**src/rtl/dmem_pkg.sv**
```systemverilog
// -----------------------------------------------------------------------------
// dmem_pkg
// Shared definitions for the data-memory arbiter and the data memory itself.
//   - NUM_PORTS  : number of requesters sharing the memory
//   - DMEM_WIDTH : data word width, matches the data memory
//   - DMEM_DEPTH : address width in words, matches the data memory
//   - state_e    : arbiter FSM states (free arbitration / held by port 0 / 1)
// -----------------------------------------------------------------------------
package dmem_pkg;

    localparam int NUM_PORTS  = 2;
    localparam int DMEM_WIDTH = 32;
    localparam int DMEM_DEPTH = 8;

    typedef enum logic [1:0] {
        IDLE  = 2'd0,
        LOCK0 = 2'd1,
        LOCK1 = 2'd2
    } state_e;

endpackage : dmem_pkg

```
**src/rtl/dmem_rr_pick2.sv**
```systemverilog
// -----------------------------------------------------------------------------
// rr_pick2
// Combinational two-way round-robin picker.
//   req_i[1:0]   in   request per port
//   last_i       in   port that received the most recent grant
//   grant_o[1:0] out  one-hot grant (all zero when nobody requests)
// On a tie the port that was NOT granted last wins.
// -----------------------------------------------------------------------------
module rr_pick2 (
    input  logic [1:0] req_i,
    input  logic       last_i,
    output logic [1:0] grant_o
);

    always_comb begin
        // NOTE: every output of a combinational block gets a default first,
        // otherwise an uncovered path infers a latch.
        grant_o = 2'b00;
        case (req_i)
            2'b01:   grant_o = 2'b01;
            2'b10:   grant_o = 2'b10;
            2'b11:   grant_o = last_i ? 2'b01 : 2'b10;
            default: grant_o = 2'b00;
        endcase
    end

endmodule : rr_pick2

```
**src/rtl/dmem_arbiter.sv**
```systemverilog
// -----------------------------------------------------------------------------
// dmem_arbiter
// Shares a single-port data memory between the CPU (port 0) and the
// debug/loader port (port 1). One access per clock, round-robin on conflict,
// and a lock that lets the current owner run an atomic read-modify-write.
//
// Ports
//   clk, reset_n           clock, asynchronous active-low reset
//   req0/1, we0/1          request (held until gnt), 1 = write / 0 = read
//   addr0/1, wd0/1         word address and write data
//   lock0/1                keep ownership after this access
//   gnt0/1                 combinational grant, access happens this cycle
//   rvalid0/1, rdata0/1    read response, one cycle after a granted read
//   mem_we/addr/wd         memory-side controls of the granted port (else 0)
//   mem_rd                 memory read data, combinational from mem_addr
// -----------------------------------------------------------------------------
module dmem_arbiter
    import dmem_pkg::*;
#(
    parameter int WIDTH = DMEM_WIDTH,
    parameter int DEPTH = DMEM_DEPTH
) (
    input  logic             clk,
    input  logic             reset_n,
    input  logic             req0,
    input  logic             req1,
    input  logic             we0,
    input  logic             we1,
    input  logic [DEPTH-1:0] addr0,
    input  logic [DEPTH-1:0] addr1,
    input  logic [WIDTH-1:0] wd0,
    input  logic [WIDTH-1:0] wd1,
    input  logic             lock0,
    input  logic             lock1,
    output logic             gnt0,
    output logic             gnt1,
    output logic             rvalid0,
    output logic             rvalid1,
    output logic [WIDTH-1:0] rdata0,
    output logic [WIDTH-1:0] rdata1,
    output logic             mem_we,
    output logic [DEPTH-1:0] mem_addr,
    output logic [WIDTH-1:0] mem_wd,
    input  logic [WIDTH-1:0] mem_rd
);

    state_e                state_q, state_d;
    logic                  rr_last_q, rr_last_d;
    logic [NUM_PORTS-1:0]  pick;
    logic [NUM_PORTS-1:0]  gnt;
    logic                  rd_take0, rd_take1;
    logic                  rvalid0_q, rvalid1_q;
    logic [WIDTH-1:0]      rdata0_q, rdata0_d;
    logic [WIDTH-1:0]      rdata1_q, rdata1_d;

    rr_pick2 u_pick (
        .req_i   ({req1, req0}),
        .last_i  (rr_last_q),
        .grant_o (pick)
    );

    // Next state and grant.
    always_comb begin
        state_d = state_q;
        gnt     = 2'b00;
        case (state_q)
            IDLE: begin
                gnt = pick;
                if (gnt[0] && lock0) begin
                    state_d = LOCK0;
                end else if (gnt[1] && lock1) begin
                    state_d = LOCK1;
                end
            end
            // The owner is still served in the cycle it releases the lock;
            // arbitration resumes from the next cycle.
            LOCK0: begin
                gnt = {1'b0, req0};
                if (!req0 || !lock0) begin
                    state_d = IDLE;
                end
            end
            LOCK1: begin
                gnt = {req1, 1'b0};
                if (!req1 || !lock1) begin
                    state_d = IDLE;
                end
            end
            default: state_d = IDLE;
        endcase

        // The grant is combinational from req, so it must be gated by the
        // reset itself to drop the instant reset_n falls.
        if (!reset_n) begin
            gnt = 2'b00;
        end

        rr_last_d = rr_last_q;
        if (gnt[0]) begin
            rr_last_d = 1'b0;
        end else if (gnt[1]) begin
            rr_last_d = 1'b1;
        end
    end

    // Memory-side mux: idle cycles drive all zeros.
    always_comb begin
        mem_we   = (gnt[0] & we0) | (gnt[1] & we1);
        mem_addr = '0;
        mem_wd   = '0;
        if (gnt[0]) begin
            mem_addr = addr0;
            mem_wd   = wd0;
        end else if (gnt[1]) begin
            mem_addr = addr1;
            mem_wd   = wd1;
        end
    end

    assign rd_take0 = gnt[0] & ~we0;
    assign rd_take1 = gnt[1] & ~we1;
    assign rdata0_d = rd_take0 ? mem_rd : rdata0_q;
    assign rdata1_d = rd_take1 ? mem_rd : rdata1_q;

    // rr_last resets to 1 so port 0 wins the first tie.
    always_ff @(posedge clk or negedge reset_n) begin
        if (!reset_n) begin
            state_q   <= IDLE;
            rr_last_q <= 1'b1;
            rvalid0_q <= 1'b0;
            rvalid1_q <= 1'b0;
            rdata0_q  <= '0;
            rdata1_q  <= '0;
        end else begin
            // NOTE: sequential state uses non-blocking assignments so every
            // register samples the pre-edge values of the others.
            state_q   <= state_d;
            rr_last_q <= rr_last_d;
            rvalid0_q <= rd_take0;
            rvalid1_q <= rd_take1;
            rdata0_q  <= rdata0_d;
            rdata1_q  <= rdata1_d;
        end
    end

    assign gnt0    = gnt[0];
    assign gnt1    = gnt[1];
    assign rvalid0 = rvalid0_q;
    assign rvalid1 = rvalid1_q;
    assign rdata0  = rdata0_q;
    assign rdata1  = rdata1_q;

endmodule : dmem_arbiter
```
**config.mk**
```make
export PLATFORM = sky130hd
export DESIGN_NAME = dmem_arbiter
export DESIGN_NICKNAME = d
export VERILOG_FILES = /design/src/rtl/dmem_pkg.sv /design/src/rtl/dmem_rr_pick2.sv /design/src/rtl/dmem_arbiter.sv
export SDC_FILE = /design/constraint.sdc
export NUM_CORES = 1
export LEC_CHECK = 0
export BUFFER_PORTS_ARGS = -buffer_cell sky130_fd_sc_hd__buf_2
export CORE_AREA = 2 2 90 92
export DETAILED_ROUTE_END_ITERATION = 16
export DIE_AREA = 0 0 92 94
export HOLD_SLACK_MARGIN = 0.02
export PLACE_DENSITY_LB_ADDON = 0.2
export SLEW_MARGIN = 20
export SYNTH_ARGS = -nofsm -noshare
export SYNTH_HDL_FRONTEND = slang
export SYNTH_SLANG_ARGS = --single-unit
```
**constraint.sdc**
```tcl
create_clock -name clk -period 4.35 [get_ports clk]
set_input_delay 0.435 -clock clk [delete_from_list [all_inputs] [get_ports clk]]
set_output_delay 0.435 -clock clk [all_outputs]
set_load 0.01 [all_outputs]
```
# After elaboration in Yosys (flattened, before gate mapping)
# Cells that the tools add are included.
# classes
div,0
n_reduce_logical,11
n_addsub,0
magnitude_cmp,0
n_mux,15
eq_ne,8
bitwise,7
multipliers,0
shift,0
# ops
operator,n
$mux W32,2
$pmux W2 S3,3
$mux W8,2
$mux W2,6
$eq A2 B2 Y1 const B,3
$and A1 B1 Y1,4
$eq A2 B1 Y1 const B,2
$logic_not A1 Y1,4
$ne A2 B2 Y1 const B,2
$ne A3 B3 Y1 const B,1
$reduce_and A3 Y1,1
$logic_and A1 B1 Y1,2
$logic_not A2 Y1,1
$logic_or A1 B1 Y1,2
$mux W1,2
$not A1 Y1,2
$reduce_bool A2 Y1,1
$or A1 B1 Y1,1
# word_totals
mem_count,0
mem_bits_rw,0
regBits,69
rom_bits,0
latch_bits,0
input_bits,120
output_inout_bits,109
elab_cells,47

# Depth between registers and ports, before layout
# Gate-level depths: netlist of run 1.
# depth
ltp_word,6
mapped_depth,5
mapped_depth_nobuf,4

# Hierarchy
# Synthesis of run 1 repeated with hierarchy kept, for this count alone.
# unflattened
cells_unflattened,303
area_unflattened_um2,3538.4
# by_module_without_submodules
mod,seq_area_each_um2,area_each_um2,cells_per_inst,instances
dmem_arbiter,1727.9,3519.6,300,1
rr_pick2,0.0,18.8,3,1

# Least setup slack after synthesis of run 1
# No wires, ideal clock.
# synth_timing
path_kind,input to output
start,in req1
end,out mem_addr[0]
stages,5
path_slack_ps,2388
n_path_buf,2
arrival_ps,1527
required_ps,3915
cell_sequence,or3b_1 -> and4b_1 -> buf_6 -> buf_6 -> a22o_1
# synth_between
word_cells_on_any_way,8
cone_classes,3 x eq/ne; 5 x mux
# synth_rtl
element,line_no,text
"start, declared",dmem_arbiter.sv:26,"input logic req1,"
$eq A2 B2 Y1 or $eq A2 B1 Y1 (tied branches),dmem_rr_pick2.sv:19,case (req_i)
$pmux W2 S3 *,dmem_rr_pick2.sv:19,
$pmux W2 S3 *,dmem_arbiter.sv:66,case (state_q)
$mux W2 *,dmem_arbiter.sv:94,if (!reset_n) begin
named net gnt0,dmem_arbiter.sv:35,"output logic gnt0,"
$mux W8 *,dmem_arbiter.sv:111,if (gnt[0]) begin
"end, declared",dmem_arbiter.sv:42,"output logic [DEPTH-1:0] mem_addr,"
# Mark *: on every way through the listed nets, which the timed path passes. The rest lies on a longest branch.

# Worst setup path in the final report of run 1
# layout_timing
start,in reset_n
end,out mem_wd[9]
# layout_between
elab_chain_len,3
# layout_rtl
element,line_no,text
"start, declared",dmem_arbiter.sv:24,"input logic reset_n,"
$mux W2 *,dmem_arbiter.sv:94,
$mux W32,dmem_arbiter.sv:114,end else if (gnt[1]) begin
$mux W32 *,dmem_arbiter.sv:111,
"end, declared",dmem_arbiter.sv:43,"output logic [WIDTH-1:0] mem_wd,"
# Every way passes the cells marked *; elsewhere a longest branch is shown, timed or not.

==> results.toml, run 1 <==
[setup_path]
critPathCaptureType = "output pin"
crit_chain = "buf_2 -> buf_4 -> and4b_1 -> buf_4 -> a22o_1 -> buf_2"
reg2reg_to = "rdata0[31]"
crit_required_ns = 3.91
cp-start-kind = "input pin"
worstSetupPathType = "input pin to output pin"
crit_buf_inv = 4
r2r_slack_ns = 2.43
slowest_delay_ns = 0.68
crit_arrival_ns = 2.36
r2r_cells = 4
cp_slowest_cell = "buf_4"
rr_startpoint = "state_q[0]"
crit_path_max_fanout = 73
crit_family = "buffers and inverters"

[global_route]
grt_pass1_vias = 2635
track_usage = 0.201
grt_first_pass_wirelength_um = 13300
grt_overflow = 0
antenna_found_initial = 0
grt_max_degree = 74

[clocking]
cts_max_level = 3
post_cts_buffers = 0
clk_latency_ns = 0.33
numCtsBuffers = 9
root_buffer = "clkbuf_8"
clock_path_buffers = 2
hold_buffers = 0
cts_tree = "yes"
cts_resized = 0
clk_pin_slew_ns = 0.08
cts_sinks = 69

[sta]
tns_ns = 0
post-route-period-util = 0.643
timing.final.hold_violations = 0
finalSetupViolCount = 0
worst_slew_pin_slew_ns = 0.889
rsz0062_at_grt = "false"
drv_slew = 0
worst_slack_ns = 1.56
period_needed_ns = 2.79
max_freq_mhz = 358
relSlewSlack = 0.407
skew_ns = 0.00949

[route]
post_drt_wl_per_cell_um = 16.7
ant_nets = 0
detail_route.iter0.violations = 82
viasPerCell = 4.91
wl_um = 8960
vias = 2640
route.detailed.drc = 0
dr.pass1.iters = 4

[placed_design]
place_area_mm2 = 0.00421
post-place-ws_ns = 1.47
dp_hpwl_um = 6900
dp.cells = 522
io_buffers = 228
gp_congestion = 0.896

[layout]
design_area_mm2 = 0.00441
nNetsFinal = 551
antenna_cells = 0
synthToLayoutAreaGrowth_pct = 45.6
drive_gt1_frac = 0.732
final_cells = 538
mostFrequentLayoutCells = "buf_2 (228), dfrtp_1 (68), mux2_2 (64)"
final_util = 0.579
layout_commonest_cell = "buf_2"

[power]
ir_drop_v = 0.000276
switching_share = 0.309
clkPwrFrac = 0.251
p_int_mw = 1.41
pwr-share-comb = 0.309
seqPwrFrac = 0.440
p_leak_nw = 2.37
power_density_mw_per_mm2 = 462
switching_power_uw = 629

[min_path]
hold_class = "input pin to asynchronous set/reset pin"

[synth]
syn_area_mm2 = 0.00303
ys_warn_count = 0
synthCells = 203
synthesis.nets = 323
seq_area_frac_synth = 0.571
ys_ff_latch = 69
synth.avg_cell_area_um2 = 14.9
synth_cell_types = 18

[run_status]
status = "complete, no violations"

[die]
die_h_um = 94
io_pins = 229
core_mm2 = 0.00761
start_util = 0.398
die_w_um = 92
die_area_mm2 = 0.00865
std_cell_rows = 32

[job]
max_cap_violations = 0
==> flip-flops by register name (all words and copies together) (netlist names) <==
name	cells
rr_last_q	1
rdata0	32
rdata1	32
state_q	2
rvalid0	1
rvalid1	1
==> area by class of cell <==
class,count,area [µm²]
Clock buffer,9,124
Sequential cell,69,1730
Inverter,2,7.51
Clock inverter,7,73.8
Tap cell,102,128
Timing Repair Buffer,231,1160
Fill cell,665,3200
Multi-Input combinational cell,118,1180
==> worst max-delay path by stage <==
| stage | from | to | slack, ns | cells past startpoint |
|---|---|---|---|---|
| final | reset_n | mem_wd[9] | 1.56 | 6 |
| after global placement | reset_n | mem_addr[7] | 1.53 | 6 |
| after detailed placement | reset_n | mem_addr[7] | 1.47 | 6 |
| after CTS | state_q[0] | mem_wd[9] | 1.33 | 5 |
| after floorplan | req1 | mem_addr[0] | 2.39 | 5 |
| after global routing | reset_n | mem_wd[9] | 1.33 | 6 |
==> cell families after synthesis <==
| kind of cell | Yosys count | synth area share |
|---|---|---|
| DFF | 69 | 0.571 |
| muxes | 64 | 0.238 |
| AOI/OAI and AO/OA | 42 | 0.120 |
| buffers and inverters | 16 | 0.0389 |
| and+or+nand+nor | 12 | 0.0318 |
==> per-stage QoR <==
stage	hold slack, ns	total power [mW]
6_report	0.304	2.04
5_1_grt	0.333	2.15
4_1_cts	0.325	2.06
3_5_place_dp	0.488	1.54
3_3_place_gp	0.484	1.53
2_1_floorplan	0.139	1.23
==> cell usage after synthesis (all sizes together) <==
cell / number / area [µm²]
or3b: 1 / 8.76
and3: 2 / 12.5
a22o: 41 / 359
mux2: 64 / 721
nand2: 2 / 12.5
and4b: 2 / 20.0
dfrtp: 68 / 1700
nor2: 1 / 3.75
nor2b: 1 / 6.26
a21oi: 1 / 5.00
buf: 13 / 106
nand3b: 1 / 7.51
and4bb: 2 / 25.0
dfstp: 1 / 26.3
inv: 2 / 7.51
clkbuf: 1 / 3.75
==> power by group through the flow <==
stage | Sequential, mW | Clock, mW | Combinational (mW)
global placement | 0.902 | 0 | 0.625
global route | 0.918 | 0.552 | 0.681
floorplan | 0.987 | 0 | 0.240
CTS | 0.897 | 0.528 | 0.639
finish | 0.895 | 0.511 | 0.629
detailed placement | 0.906 | 0 | 0.638
==> per-layer routing <==
layer | vias to the layer above | wire [µm] | GRT usage
met2 | 125 | 4450 | 0.347
met5 | - | 0 | 0
met4 | 0 | 131 | 0.0709
li1 | 1223 | - | -
met1 | 1281 | 3610 | 0.237
met3 | 11 | 770 | 0.0626
(Power assumes the default switching activity.)
==> run 2, diff against run 1 <==
Settings changed: CORE_AREA 2 2 90 92 to unset, CORE_MARGIN set to 2, CORE_UTILIZATION set to 40, DIE_AREA 0 0 92 94 to unset.
Clock period 4.35 ns to 2.7 ns, I/O delays scaled along.
==> run 2 against run 1 <==
Against the previous run: die area decreased by 4.3%; setup slack worse by 1.4 ns; cell area about the same; highest routed layer unchanged.
==> results.toml, run 2 (synthesized netlist as in run 1, its figures left out) <==
[run_status]
status = "complete, no violations"

[global_route]
grt_max_degree = 44
grt_pass1_vias = 2723
grt_overflow = 0
grt_first_pass_wirelength_um = 13900
track_usage = 0.215
antenna_found_initial = 0

[route]
post_drt_wl_per_cell_um = 16.6
vias = 2644
route.detailed.drc = 0
wl_um = 8880
wirelength_met1_um = 3590
dr.pass1.iters = 4
detail_route.iter0.violations = 85
ant_nets = 0
route.met3.wl_um = 894
viasPerCell = 4.93
route.met2.wl_um = 4250
top_layer = "met4"

[clocking]
cts_resized = 0
cts_max_level = 3
cts_sinks = 69
clock_path_buffers = 2
root_buffer = "clkbuf_8"
cts_tree = "yes"
clk_latency_ns = 0.33
clk_pin_slew_ns = 0.08
numCtsBuffers = 9

[setup_path]
cp_slowest_cell = "dlygate4sd3_1"
reg2reg_to = "rdata0[26]"
worstSetupPathType = "input pin to output pin"
crit_path_max_fanout = 34
crit_arrival_ns = 2.28
cp-start-kind = "input pin"
crit_required_ns = 2.43
r2r_cells = 4
crit_chain = "dlygate4sd3_1 -> buf_2 -> and4b_1 -> buf_4 -> a22o_1 -> buf_2"
crit_top_cell = "buf_2"
r2r_slack_ns = 0.69
rr_startpoint = "rr_last_q"
critPathCaptureType = "output pin"
slowest_delay_ns = 0.54

[die]
io_pins = 229
die_area_mm2 = 0.00828
die_w_um = 91.0
die_h_um = 91.0
core_mm2 = 0.00729
std_cell_rows = 31
start_util = 0.415

[power]
ir_drop_v = 0.000495
power_density_mw_per_mm2 = 737
p_leak_nw = 2.37

[layout]
multiInputGateArea_mm2 = 0.00118
antenna_cells = 0
nNetsFinal = 553
final.fill_count = 652
drive_gt1_frac = 0.728
mostFrequentLayoutCells = "buf_2 (228), dfrtp_1 (68), mux2_2 (64)"
layout_commonest_cell = "buf_2"
synthToLayoutAreaGrowth_pct = 45.7
seqCellArea_mm2 = 0.00173

[sta]
rsz0062_at_grt = "false"
timing.final.hold_violations = 0
relSlewSlack = 0.514
holdWs_ns = 0.174
skew_ns = 0.0129
post-route-period-util = 0.943
tns_ns = 0
finalSetupViolCount = 0
period_needed_ns = 2.55
worst_slew_pin_slew_ns = 0.727
max_freq_mhz = 393
drv_slew = 0

[job]
max_cap_violations = 0

[min_path]
hold_end = "rdata0[11]"
holdPathStages = 2
hold_path_startpoint = "mem_rd[11]"
hold_class = "input pin to register"

[placed_design]
io_buffers = 228
dp_hpwl_um = 6870
gp_congestion = 0.865
## run 2: layout make-up
class                   count  area share
multi-input cells         118       0.268
well taps                  99      0.0281
flip-flops and latches     69       0.392
repair buffers            233       0.268
clock buffers               9      0.0281
clock inverters             6      0.0148
inverters                   2     0.00170
## run 2: metrics by stage
stage                     cells  setup slack, ns   util  cell area [µm²]  total power [mW]
after detailed placement    520            0.574  0.578             4210              2.48
after global placement      520            0.619  0.578             4210              2.46
final                       536            0.154  0.605             4410              3.25
after global routing        536           0.0403  0.605             4410              3.44
after CTS                   536            0.181  0.605             4410              3.29
after floorplan             203            0.955      -             3030              1.98
## run 2: worst max-delay path by stage
stage / start / end / slack, ns / depth (start not counted)
floorplan: rr_last_q / mem_addr[0] / 0.95 / 5
global placement: rr_last_q / mem_wd[13] / 0.62 / 5
detailed placement: rr_last_q / mem_wd[13] / 0.57 / 5
CTS: reset_n / mem_wd[13] / 0.18 / 6
global route: reset_n / mem_wd[13] / 0.04 / 6
finish: reset_n / mem_wd[13] / 0.15 / 6
## run 2: per-layer routing
layer	GRT usage	vias to the layer above
met5	0	-
met4	0.0682	0
met3	0.0772	14
met2	0.349	134
met1	0.269	1271
li1	-	1225
## run 2: what timing repair did
action                    in CTS  in global routing
setup buffers                  0                  0
hold buffers                   1                  0
hold endpoints to repair       3                  0
## run 2: report_power, final
group	switching (mW)	internal [mW]	leakage (nW)
clock network	0.376	0.421	0.0950
logic	0.483	0.529	1.45
registers	0.131	1.31	0.826
total	0.990	2.26	2.37
## run 2: worst max-delay path, delay by kind of cell
kind	cells	cell delay, ns
AO/OA/AOI/OAI	1	0.27
buffers and inverters	4	1.30
AND/OR/NAND/NOR	1	0.42
